==> src/rtl/imem_fetch_port_pkg.sv <==
// Shared constants and types for the instruction-memory fetch responder.
package imem_fetch_port_pkg;

   localparam logic [31:0] NOP   = 32'h0000_0013;
   localparam int          PKT_W = 64;

   typedef enum logic [1:0] {
      IDLE  = 2'd0,
      BEAT0 = 2'd1,
      BEAT1 = 2'd2,
      RESP  = 2'd3
   } state_e;

   // Packet returned when no ROM word is valid in a slot.
   function automatic logic [PKT_W-1:0] nop_pkt();
      return {NOP, NOP};
   endfunction

endpackage

==> src/rtl/imem_fetch_port_if.sv <==
// Fetch request/response handshake between the fetch stage (master) and
// the instruction-memory responder (slave).
interface imem_fetch_port_if
   import imem_fetch_port_pkg::*;
#(
   parameter int ADDR_W = 32
) ();

   logic              req_valid;
   logic              req_ready;
   logic [ADDR_W-1:0] req_addr;
   logic              rsp_valid;
   logic              rsp_ready;
   logic [ADDR_W-1:0] rsp_addr;
   logic [PKT_W-1:0]  rsp_inst;
   logic [1:0]        rsp_slot_valid;
   logic              rsp_err;

   modport master (
      output req_valid, req_addr, rsp_ready,
      input  req_ready, rsp_valid, rsp_addr, rsp_inst, rsp_slot_valid, rsp_err
   );

   modport slave (
      input  req_valid, req_addr, rsp_ready,
      output req_ready, rsp_valid, rsp_addr, rsp_inst, rsp_slot_valid, rsp_err
   );

endinterface

==> src/rtl/imem_fetch_port_addr_chk.sv <==
// Combinational request address decode: ROM word index, range/alignment
// error and "last ROM word" flag.
module imem_addr_chk #(
   parameter int              ADDR_W    = 32,
   parameter int              MEM_WORDS = 4096,
   parameter int              ROM_AW    = 12,
   parameter logic [ADDR_W-1:0] BASE_ADDR = '0
) (
   input  logic [ADDR_W-1:0] addr,
   output logic [ROM_AW-1:0] word,
   output logic              bad,
   output logic              last
);

   localparam logic [ADDR_W-1:0] DEPTH     = ADDR_W'(MEM_WORDS);
   localparam logic [ADDR_W-1:0] LAST_WORD = ADDR_W'(MEM_WORDS - 1);

   logic [ADDR_W-1:0] off;
   logic [ADDR_W-1:0] word_full;

   assign off       = addr - BASE_ADDR;
   assign word_full = off >> 2;

   // The full-width word index is compared so that addresses far beyond the
   // ROM are not aliased back into range by truncation.
   assign bad  = (addr[1:0] != 2'b00) || (addr < BASE_ADDR) || (word_full >= DEPTH);
   assign last = (word_full == LAST_WORD);
   assign word = word_full[ROM_AW-1:0];

endmodule

==> src/rtl/imem_fetch_port.sv <==
// Instruction-memory responder: reads two consecutive ROM words per fetch
// request and returns them as one {inst1, inst0} packet.
module imem_fetch_port
   import imem_fetch_port_pkg::*;
#(
   parameter int                ADDR_W    = 32,
   parameter int                MEM_WORDS = 4096,
   parameter logic [ADDR_W-1:0] BASE_ADDR = '0,
   localparam int               ROM_AW    = $clog2(MEM_WORDS)
) (
   input  logic              clk,
   input  logic              reset,
   input  logic              flush,
   imem_fetch_port_if.slave  bus,
   output logic              rom_en,
   output logic [ROM_AW-1:0] rom_addr,
   input  logic [31:0]       rom_data
);

   state_e              state_q, state_d;
   logic [ROM_AW-1:0]   word_q;
   logic                last_q;
   logic [ADDR_W-1:0]   rsp_addr_q;
   logic [PKT_W-1:0]    rsp_inst_q;
   logic [1:0]          slot_q;
   logic                err_q;

   logic [ROM_AW-1:0]   chk_word;
   logic                chk_bad;
   logic                chk_last;
   logic                ready;
   logic                accept;

   imem_addr_chk #(
      .ADDR_W    (ADDR_W),
      .MEM_WORDS (MEM_WORDS),
      .ROM_AW    (ROM_AW),
      .BASE_ADDR (BASE_ADDR)
   ) u_addr_chk (
      .addr (bus.req_addr),
      .word (chk_word),
      .bad  (chk_bad),
      .last (chk_last)
   );

   assign ready  = !flush && (state_q == IDLE || (state_q == RESP && bus.rsp_ready));
   assign accept = bus.req_valid && ready;

   // State register.
   always_ff @(posedge clk or negedge reset) begin
      if (!reset) begin
         state_q <= IDLE;
      end else begin
         // NOTE: sequential state uses non-blocking assignments so every
         // register samples pre-edge values regardless of block ordering.
         state_q <= state_d;
      end
   end

   // Next-state and ROM read control.
   always_comb begin
      // NOTE: every output gets a default first so no path infers a latch.
      state_d  = state_q;
      rom_en   = 1'b0;
      rom_addr = chk_word;
      case (state_q)
         IDLE, RESP: begin
            if (accept) begin
               state_d = chk_bad ? RESP : BEAT0;
               rom_en  = !chk_bad;
            end else if (state_q == RESP && bus.rsp_ready) begin
               state_d = IDLE;
            end
         end
         BEAT0: begin
            if (last_q) begin
               state_d = RESP;
            end else begin
               state_d  = BEAT1;
               rom_en   = 1'b1;
               rom_addr = word_q + 1'b1;
            end
         end
         BEAT1:   state_d = RESP;
         default: state_d = IDLE;
      endcase
      if (flush) state_d = IDLE;
   end

   // Response datapath: cleared at accept, filled as ROM words return.
   always_ff @(posedge clk or negedge reset) begin
      if (!reset) begin
         word_q     <= '0;
         last_q     <= 1'b0;
         rsp_addr_q <= '0;
         rsp_inst_q <= nop_pkt();
         slot_q     <= 2'b00;
         err_q      <= 1'b0;
      end else if (accept) begin
         word_q     <= chk_word;
         last_q     <= chk_last;
         rsp_addr_q <= bus.req_addr;
         rsp_inst_q <= nop_pkt();
         slot_q     <= 2'b00;
         err_q      <= chk_bad;
      end else if (state_q == BEAT0) begin
         rsp_inst_q[31:0] <= rom_data;
         if (last_q) slot_q <= 2'b01;
      end else if (state_q == BEAT1) begin
         rsp_inst_q[63:32] <= rom_data;
         slot_q            <= 2'b11;
      end
   end

   assign bus.req_ready      = ready;
   assign bus.rsp_valid      = (state_q == RESP);
   assign bus.rsp_addr       = rsp_addr_q;
   assign bus.rsp_inst       = rsp_inst_q;
   assign bus.rsp_slot_valid = slot_q;
   assign bus.rsp_err        = err_q;

endmodule

==> src/flat_wrapper.sv <==
// flat-port wrapper written by rule: the top's interface ports become plain ports
module imem_fetch_port_flat import imem_fetch_port_pkg::*;
#(
   parameter int                ADDR_W    = 32,
   parameter int                MEM_WORDS = 4096,
   parameter logic [ADDR_W-1:0] BASE_ADDR = '0,
   localparam int               ROM_AW    = $clog2(MEM_WORDS)
)
  (clk, reset, flush, rom_en, rom_addr, rom_data, bus_req_valid, bus_req_addr, bus_rsp_ready, bus_req_ready, bus_rsp_valid, bus_rsp_addr, bus_rsp_inst, bus_rsp_slot_valid, bus_rsp_err);
  imem_fetch_port_if #(.ADDR_W(ADDR_W)) bus_i ();
  input  logic clk;
  input  logic reset;
  input  logic flush;
  output logic rom_en;
  output logic [ROM_AW-1:0] rom_addr;
  input  logic [31:0] rom_data;
  input wire logic [$bits(bus_i.req_valid)-1:0] bus_req_valid;
  input wire logic [$bits(bus_i.req_addr)-1:0] bus_req_addr;
  input wire logic [$bits(bus_i.rsp_ready)-1:0] bus_rsp_ready;
  output wire logic [$bits(bus_i.req_ready)-1:0] bus_req_ready;
  output wire logic [$bits(bus_i.rsp_valid)-1:0] bus_rsp_valid;
  output wire logic [$bits(bus_i.rsp_addr)-1:0] bus_rsp_addr;
  output wire logic [$bits(bus_i.rsp_inst)-1:0] bus_rsp_inst;
  output wire logic [$bits(bus_i.rsp_slot_valid)-1:0] bus_rsp_slot_valid;
  output wire logic [$bits(bus_i.rsp_err)-1:0] bus_rsp_err;
  assign bus_i.req_valid = bus_req_valid;
  assign bus_i.req_addr = bus_req_addr;
  assign bus_i.rsp_ready = bus_rsp_ready;
  assign bus_req_ready = bus_i.req_ready;
  assign bus_rsp_valid = bus_i.rsp_valid;
  assign bus_rsp_addr = bus_i.rsp_addr;
  assign bus_rsp_inst = bus_i.rsp_inst;
  assign bus_rsp_slot_valid = bus_i.rsp_slot_valid;
  assign bus_rsp_err = bus_i.rsp_err;
  imem_fetch_port #(.ADDR_W(ADDR_W), .MEM_WORDS(MEM_WORDS), .BASE_ADDR(BASE_ADDR)) u_core (.clk(clk), .reset(reset), .flush(flush), .bus(bus_i), .rom_en(rom_en), .rom_addr(rom_addr), .rom_data(rom_data));
endmodule
==> config.mk <==
export PLATFORM = sky130hd
export DESIGN_NAME = imem_fetch_port_flat
export DESIGN_NICKNAME = d
export VERILOG_FILES = /design/src/rtl/imem_fetch_port_pkg.sv /design/src/rtl/imem_fetch_port_if.sv /design/src/rtl/imem_fetch_port_addr_chk.sv /design/src/rtl/imem_fetch_port.sv /design/src/flat_wrapper.sv
export SDC_FILE = /design/constraint.sdc
export NUM_CORES = 1
export LEC_CHECK = 0
export ABC_AREA = 0
export BUFFER_PORTS_ARGS = -buffer_cell sky130_fd_sc_hd__buf_2
export CAP_MARGIN = 0
export CORE_MARGIN = 1
export CORE_UTILIZATION = 48
export DETAILED_ROUTE_END_ITERATION = 8
export GPL_ROUTABILITY_DRIVEN = 0
export PLACE_DENSITY_LB_ADDON = 0.25
export SLEW_MARGIN = 15
export SYNTH_ARGS = -nofsm -noshare
export SYNTH_HDL_FRONTEND = slang
export SYNTH_SLANG_ARGS = --single-unit
==> constraint.sdc <==
create_clock -name clk -period 2.2 [get_ports clk]
set_clock_uncertainty 0.1 [all_clocks]
set_input_delay 0.33 -clock clk [delete_from_list [all_inputs] [get_ports clk]]
set_output_delay 0.33 -clock clk [all_outputs]
set_load 0.01 [all_outputs]
# Word level (Yosys, flattened, before mapping)
# Cells that the tools add are included.
# totals
regBits,114
in_bits,69
output_inout_bits,114
wordCells,53
# op_classes
add_sub_neg,1
order_cmp,2
n_eq_ne,7
mux,19
reduce_logical,16
# ops
cell,count
$mux 32,3
$mux 64,1
$lt 32x1->1 const B,1
$eq 30x12->1 const B,1
$ge 30x13->1 const B,1
$mux 12,2
$mux 2,8
$add 12x1->12 const B,1
$pmux 2 s3,1
$reduce_bool 2->1,3
$eq 2x2->1 const B,2
$ne 4x2->1 const B,1
$reduce_and 2->1,2
$logic_and 1x1->1,3
$logic_or 1x1->1,3
$mux 1,3
$ne 3x1->1 const B,1
$reduce_bool 3->1,1
$eq 2x1->1 const B,1
$logic_not 1->1,2
$logic_not 2->1,1
$ne 2x1->1 const B,1
$pmux 1 s2,1
$reduce_or 2->1,1

# Logic depth before layout (Yosys ltp)
# Gate-level depths: netlist (run 1).
# depth
depth_word,8
mapped_depth,8

# Cells and area by module
# From an unflattened synthesis (run 1), not the netlist that was laid out.
# unflattened
hier_cells,502
area_unflattened_um2,5594.1
# modules_own_cells
mod,instances,cells_each,area_each_um2,seq_area_each_um2
imem_fetch_port,1,472,5390.2,2860.2
imem_addr_chk,1,30,203.9,0.0

# Worst setup path after synthesis (run 1)
# No wires, ideal clock.
# synth_timing
path_kind,register -> output
start,register u_core.state_q[0]
end,output port rom_en
arrival_time_ns,1.707
required_ns,1.770
setup_slack_ns,0.063
path_stages_with_launch,6
path_cell_list,dfrtp_1 > ha_1 > a21oi_1 > or3b_2 > or3_1 > o22ai_1
# synth_between
elab_chain_cells,7
# synth_rtl
element,line,source
"start, declared",imem_fetch_port.sv:20,"state_e state_q, state_d;"
"start signal, assigned",imem_fetch_port.sv:56,state_q <= state_d;
$eq 2x2->1 (*),-,
net bus_rsp_valid,flat_wrapper.sv:21,output wire logic [$bits(bus_i.rsp_valid)-1:0] bus_rsp_valid;
$logic_and 1x1->1,imem_fetch_port.sv:46,assign ready = !flush && (state_q == IDLE || (state_q == RESP && bus.rsp_ready));
$logic_or 1x1->1,imem_fetch_port.sv:46,
$logic_and 1x1->1,imem_fetch_port.sv:46,
$logic_and 1x1->1,imem_fetch_port.sv:47,assign accept = bus.req_valid && ready;
$mux 1,imem_fetch_port.sv:68,if (accept) begin
$pmux 1 s2 (*),imem_fetch_port.sv:66,case (state_q)
"end, declared",flat_wrapper.sv:14,output logic rom_en;
# The timed path passes the listed nets; every way through them passes the cells marked *.

# Final worst setup path (run 1)
# layout_timing
start,register u_core.state_q[0]
end,output port rom_en
# layout_between
elab_chain_cells,7
# layout_rtl
element,line
$eq 2x2->1,"imem_fetch_port.sv:46, imem_fetch_port.sv:66"
$logic_and 1x1->1,imem_fetch_port.sv:46
$logic_or 1x1->1,imem_fetch_port.sv:46
$logic_and 1x1->1,imem_fetch_port.sv:46
$logic_and 1x1->1,imem_fetch_port.sv:47
$mux 1,imem_fetch_port.sv:68
$pmux 1 s2 (*),imem_fetch_port.sv:66
# Mark *: on every way between the ends. The rest lies on a longest branch, timed or not.

==> impl_metrics.yaml, run 1 <==
outcome:
  status: "finished, violations left"
  violations: "negative setup slack"
sta:
  hold_viol_final: 0
  fin_crit_ns: 2.44
  drv_slew: 0
  tns_ns: -0.240
  relSlewSlack_pct: 66.0
  setup_ws_ns: -0.240
  fin_crit_sh_pct: 111
  worst_pin_slew_ns: 0.503
  setup_viol: 1
  max_freq_ghz: 0.410
  rsz0062_at_grt: "yes"
drt:
  drt_first_pass_iters: 4
  drt_wl_total_mm: 11.2
  antenna_left: 0
  routedWlPerCell_microns: 15.6
  viasPerCell: 5.30
  first_iter_violations: 136
  via_count: 3824
  drc: 0
synth:
  async_reset_ff_share_pct: 100
  synth_edf_count: 0
  synth_top_flop_cell: "dfrtp_1"
  synth.avg_cell_area_sq_um: 10.5
  yosysSeqAreaShare_pct: 59.2
  syn-instance-count: 412
  synth_area_leaders: "dfrtp_1 56%, nand2_1 9.7%, mux2i_1 7.4%"
  yosysWarnings: 0
  synth-seq-cells: 102
  yosysTopAreaCellShare_pct: 55.5
  yosys.area.top_type: "dfrtp_1"
  synth_cell_types: 34
  syn_area_sq_um: 4330
  syn_nets: 486
clocking:
  h-tree-depth: 3
  cts_root_buf: "clkbuf_8"
  cts_buffers: 9
  cts.sinks: 102
  clock_path_buffers: 2
  tritoncts: "built"
  clk_latency_ns: 0.36
  cts.clk_slew.worst_paths_ns: 0.10
floorplan:
  start_util_pct: 49.6
  die_y_microns: 96.9
  io_pins: 183
  die_area_sq_um: 9400
  core.rowCount: 34
  die_w_microns: 96.9
  core_area_sq_um: 8720
critical_path:
  crit_path_start_kind: "flop"
  worst-path-max-fanout: 4
  arrival_ns: 2.01
  path_cells: "inv_2 > ha_4 > a21oi_2 > or3b_4 > or3_4 > o22ai_2 > buf_2"
  crit_family: "simple AND/OR/NAND/NOR gates"
  crit_required_ns: 1.77
  critPathBufInv: 2
  criticalPathCategory: "flop to output pin"
  rrSetupSlack_ns: 0.09
  slowest_stage: "dfrtp_2"
  cpPeakStageDelay_ns: 0.45
  endpoint_kind: "output pin"
grt:
  globalRouteOverflowTotal: 0
  grt_pass1_wl_mm: 18.6
  grt_usage_pct: 24.6
  grt_pass1_vias: 3737
  grt_start_max_net_pins: 51
  antenna_found_initial: 0
power:
  total_power_mw: 8.35
  power_density_nw_per_um2: 1410
  peakVddDrop_v: 0.000640
  p_leak_nw: 3.10
placed_design:
  io_buffers: 182
  placed_area_sq_um: 5450
  dp_hpwl_mm: 7.75
job:
  cap_violations: 0
cells_and_area:
  layout_common_cells: "180 x buf_2, 111 x nand2_1, 93 x dfrtp_1, 32 x mux2i_1, 31 x nor2_1"
  nNetsFinal: 682
  finalInstanceArea_sq_um: 5930
  layout_commonest_cell: "buf_2"
  diodes: 0
  final_layout_size_suffix_gt1_share_pct: 42.4
  syn_to_final_growth_pct: 37.0
worst_hold_path:
  min_path_type: "primary input to flop"
## logic make-up after synthesis
kind of cell	share of synthesized area (%)
adder cells (fa/ha/maj)	1.45
XOR/XNOR	2.02
flip-flops	59.2
AO/OA/AOI/OAI	10.3
multiplexers	7.66
AND/OR/NAND/NOR	16.3
buffers and inverters	3.15
## state kept, by name, summed over array words and instances (netlist names)
signal	flops
u_core.bus.rsp_slot_valid	2
u_core.bus.rsp_inst	64
u_core.state_q	2
u_core.bus.rsp_err	1
u_core.bus.rsp_addr	32
u_core.last_q	1
## metal layers
layer | GRT usage [%] | wire length (microns)
met5 | 0 | 0
met4 | 9.07 | 229
met3 | 5.64 | 805
met2 | 39.3 | 5330
met1 | 32.8 | 4860
## worst reg2reg max path, stage by stage (launching register included)
cell	delay, ns
dfrtp_2	0.45
inv_2	0.09
ha_4	0.13
a21oi_2	0.04
buf_4	0.13
buf_4	0.13
nor3b_4	0.36
nor3_2	0.09
buf_4	0.22
a22o_1	0.26
## worst paths after layout
kind                                          from                       to  cells after the start
max in group asynchronous                    reset   u_core.bus.rsp_addr[4]                      3
setup reg to reg                 u_core.state_q[0]  u_core.bus.rsp_inst[56]                      9
hold / removal                    bus_req_addr[21]  u_core.bus.rsp_addr[21]                      3
min in group asynchronous                    reset  u_core.bus.rsp_inst[25]                      2
setup / recovery                 u_core.state_q[0]                   rom_en                      7
hold reg to reg            u_core.bus.rsp_addr[24]  u_core.bus.rsp_addr[24]                      2
## layout make-up
cell class | instances | area [sq um]
fillers | 674 | 2790
flip-flops and latches | 102 | 2560
multi-input cells | 279 | 1780
repair buffers | 209 | 1220
clock buffers | 10 | 138
well taps | 108 | 135
clock inverters | 6 | 67.6
inverters | 7 | 26.3
## synthesized netlist by cell type (2+ instances only)
cell type	count
mux2i_1	32
a22o_1	29
dfstp_2	6
a21oi_1	5
inv_1	7
ha_1	5
or4_1	2
clkbuf_1	7
dfrtp_1	96
nand2_1	112
buf_2	16
nor3_1	4
nand3_1	6
nor2_1	34
o22a_1	3
nand4_1	4
xnor2_1	9
nor4_1	5
o21ai_0	15
## repair_timing
| item | 4_1_cts | 5_1_grt |
|---|---|---|
| hold buffers | 1 | 0 |
| endpoints found under the hold margin | 26 | 0 |
| buffers inserted | 3 | 6 |
| resized for setup | 12 | 33 |
| endpoints found under the setup margin | 6 | 13 |
| gates cloned | 1 | 0 |
| pin swaps | 2 | 7 |
## metrics by stage
stage	cells	utilization, %	worst slack (ns)	hold slack (ns)
after global placement	694	62.5	0.0574	0.194
after floorplan	412	-	0.0629	-0.0656
after detailed placement	694	62.5	0.0121	0.206
final	721	68.0	-0.240	0.0665
after global routing	721	68.0	-0.319	0.0607
after CTS	715	66.2	-0.336	0.0484
## report_power, final
part | internal (mW) | switching, mW | total, mW | leakage [nW]
Sequential | 2.73 | 0.546 | 3.28 | 1.28
Combinational | 1.80 | 2.06 | 3.86 | 1.72
Clock | 0.563 | 0.646 | 1.21 | 0.0993
Power figures use the tool's default switching activity.
==> run 2: changes to the inputs <==
- RECOVER_POWER: not set -> 50
==> impl_metrics.yaml, run 2 (synthesized netlist as in run 1, its figures left out) <==
outcome:
  status: "finished, violations left"
  violations: "negative setup slack"
worst_hold_path:
  hp-start: "bus_req_addr[21]"
  min_path_type: "primary input to flop"
power:
  p_comb_share_pct: 45.3
  p_leak_nw: 2.92
  power_frac_seq_pct: 40.0
  power_density_nw_per_um2: 1410
  clockPowerShare_pct: 14.7
  switching_share_pct: 39.7
  peakVddDrop_v: 0.000639
  p_sw_mw: 3.27
  p_int_mw: 4.98
critical_path:
  path_depth: 7
  slowest_stage: "dfrtp_2"
  reg2regPathDepth: 9
  worst_r2r_endpoint: "u_core.bus.rsp_inst[56]"
  cpPeakStageDelay_ns: 0.45
  crit_family: "simple AND/OR/NAND/NOR gates"
  cp-startpoint: "u_core.state_q[0]"
  cp-endpoint: "rom_en"
  critPathBufInv: 2
  worst-path-max-fanout: 4
  regToRegStartpoint: "u_core.state_q[0]"
  criticalPathCategory: "flop to output pin"
  path_cells: "inv_2 > ha_4 > a21oi_2 > or3b_4 > or3_4 > o22ai_2 > buf_2"
  endpoint_kind: "output pin"
  arrival_ns: 2.01
  crit_required_ns: 1.77
  rrSetupSlack_ns: 0.09
  crit_path_start_kind: "flop"
job:
  cap_violations: 0
drt:
  drt_first_pass_iters: 4
  viasPerCell: 5.28
  first_iter_violations: 137
  via_count: 3809
  wl_met3_microns: 793
  wl_met2_mm: 5.35
  antenna_left: 0
  top_layer: "met4"
  drc: 0
  wl_met1_mm: 4.92
  drt_wl_total_mm: 11.3
  routedWlPerCell_microns: 15.6
sta:
  setup_viol: 1
  hold_viol_final: 0
  drv_slew: 0
  relSlewSlack_pct: 46.7
  fin_crit_ns: 2.44
  max_freq_ghz: 0.410
  fin_crit_sh_pct: 111
  worst_pin_slew_ns: 0.800
  rsz0062_at_grt: "yes"
  setup_ws_ns: -0.241
placed_design:
  dp_hpwl_mm: 7.75
  placed_area_sq_um: 5450
  io_buffers: 182
  dp_slack_ns: 0.0121
cells_and_area:
  final_layout_size_suffix_gt1_share_pct: 34.1
  num-fill-cells: 711
  layout_commonest_cell: "buf_2"
  nNetsFinal: 682
  diodes: 0
  largest_register_ffs: 64
  finalInstanceArea_sq_um: 5850
  layout_common_cells: "129 x buf_2, 111 x nand2_1, 93 x dfrtp_1, 51 x clkbuf_1, 32 x mux2i_1"
  syn_to_final_growth_pct: 35.1
grt:
  grt_usage_pct: 24.6
  grt_pass1_vias: 3737
  antenna_found_initial: 0
  globalRouteOverflowTotal: 0
  grt_start_max_net_pins: 51
  grt_pass1_wl_mm: 18.6
floorplan:
  core.rowCount: 34
  die_w_microns: 96.9
  start_util_pct: 49.6
  core_area_sq_um: 8720
  io_pins: 183
  die_area_sq_um: 9400
  die_y_microns: 96.9
clocking:
  cts_buffers: 9
  h-tree-depth: 3
  cts.clk_slew.worst_paths_ns: 0.10
  cts_root_buf: "clkbuf_8"
  tritoncts: "built"
  clk_latency_ns: 0.36
  cts.sinks: 102
  clock_path_buffers: 2
==> run 2: cell types whose count changed in the layout (fill, tap and decap cells not counted) <==
cell      delta
buf_12       -1
clkbuf_2     +2
buf_4        -2
clkbuf_1    +51
buf_2       -51
clkbuf_4     +1
==> run 2: how the worst min path moves through the flow <==
stage                     cells past startpoint  slack (ns)                      end
after floorplan                               0       -0.07   u_core.bus.rsp_addr[0]
after global placement                        1        0.19  u_core.bus.rsp_inst[58]
after detailed placement                      1        0.21  u_core.bus.rsp_inst[58]
after CTS                                     3        0.05  u_core.bus.rsp_addr[30]
after global routing                          3        0.06  u_core.bus.rsp_addr[26]
final                                         3        0.07  u_core.bus.rsp_addr[21]
==> run 2: area by class of cell <==
type / instances / area [sq um] / share of cell area (%)
sequential: 102 / 2560 / 43.8
multi-input combinational: 279 / 1780 / 30.4
timing repair buffer: 209 / 1140 / 19.5
clock buffer: 10 / 138 / 2.35
tap: 108 / 135 / 2.31
clock inverter: 6 / 67.6 / 1.16
inverter: 7 / 26.3 / 0.449
==> run 2: repair_timing <==
item / 4_1_cts / 5_1_grt
setup buffers: 3 / 6
cloned: 1 / 0
pin swaps: 2 / 7
endpoints found under the hold margin: 26 / 0
resized for setup: 12 / 33
setup endpoints to repair: 6 / 13
hold buffers: 1 / 0
==> run 2: power groups by stage <==
stage	sequential (mW)	combinational [mW]	clock [mW]
2_1_floorplan	3.63	1.61	0
3_3_place_gp	3.24	3.48	0
3_5_place_dp	3.27	3.56	0
4_1_cts	3.25	3.72	1.25
5_1_grt	3.40	4.11	1.32
6_report	3.30	3.74	1.21
==> run 2: worst reg2reg max path: stages, from the launching register on <==
cell and delay [ns]:
dfrtp_2 0.45, inv_2 0.09, ha_4 0.13, a21oi_2 0.04
buf_4 0.13, buf_4 0.13, nor3b_4 0.36, nor3_2 0.09
buf_4 0.22, a22o_1 0.26
==> run 2: metal layers <==
metal  track usage [%]  vias to the layer above
li1                  -                     1790
met1              32.8                     1843
met2              39.3                      156
met3              5.64                       20
met4              9.07                        0
met5                 0                        -
==> run 2: through the flow <==
step,power (mW),util (%),hold slack (ns),TNS (ns),instances
2_1_floorplan,5.24,-,-0.0656,0,412
3_3_place_gp,6.71,62.5,0.194,0,694
3_5_place_dp,6.83,62.5,0.206,0,694
4_1_cts,8.22,66.2,0.0484,-1.06,715
5_1_grt,8.82,67.0,0.0607,-0.480,721
6_report,8.25,67.0,0.0659,-0.241,721
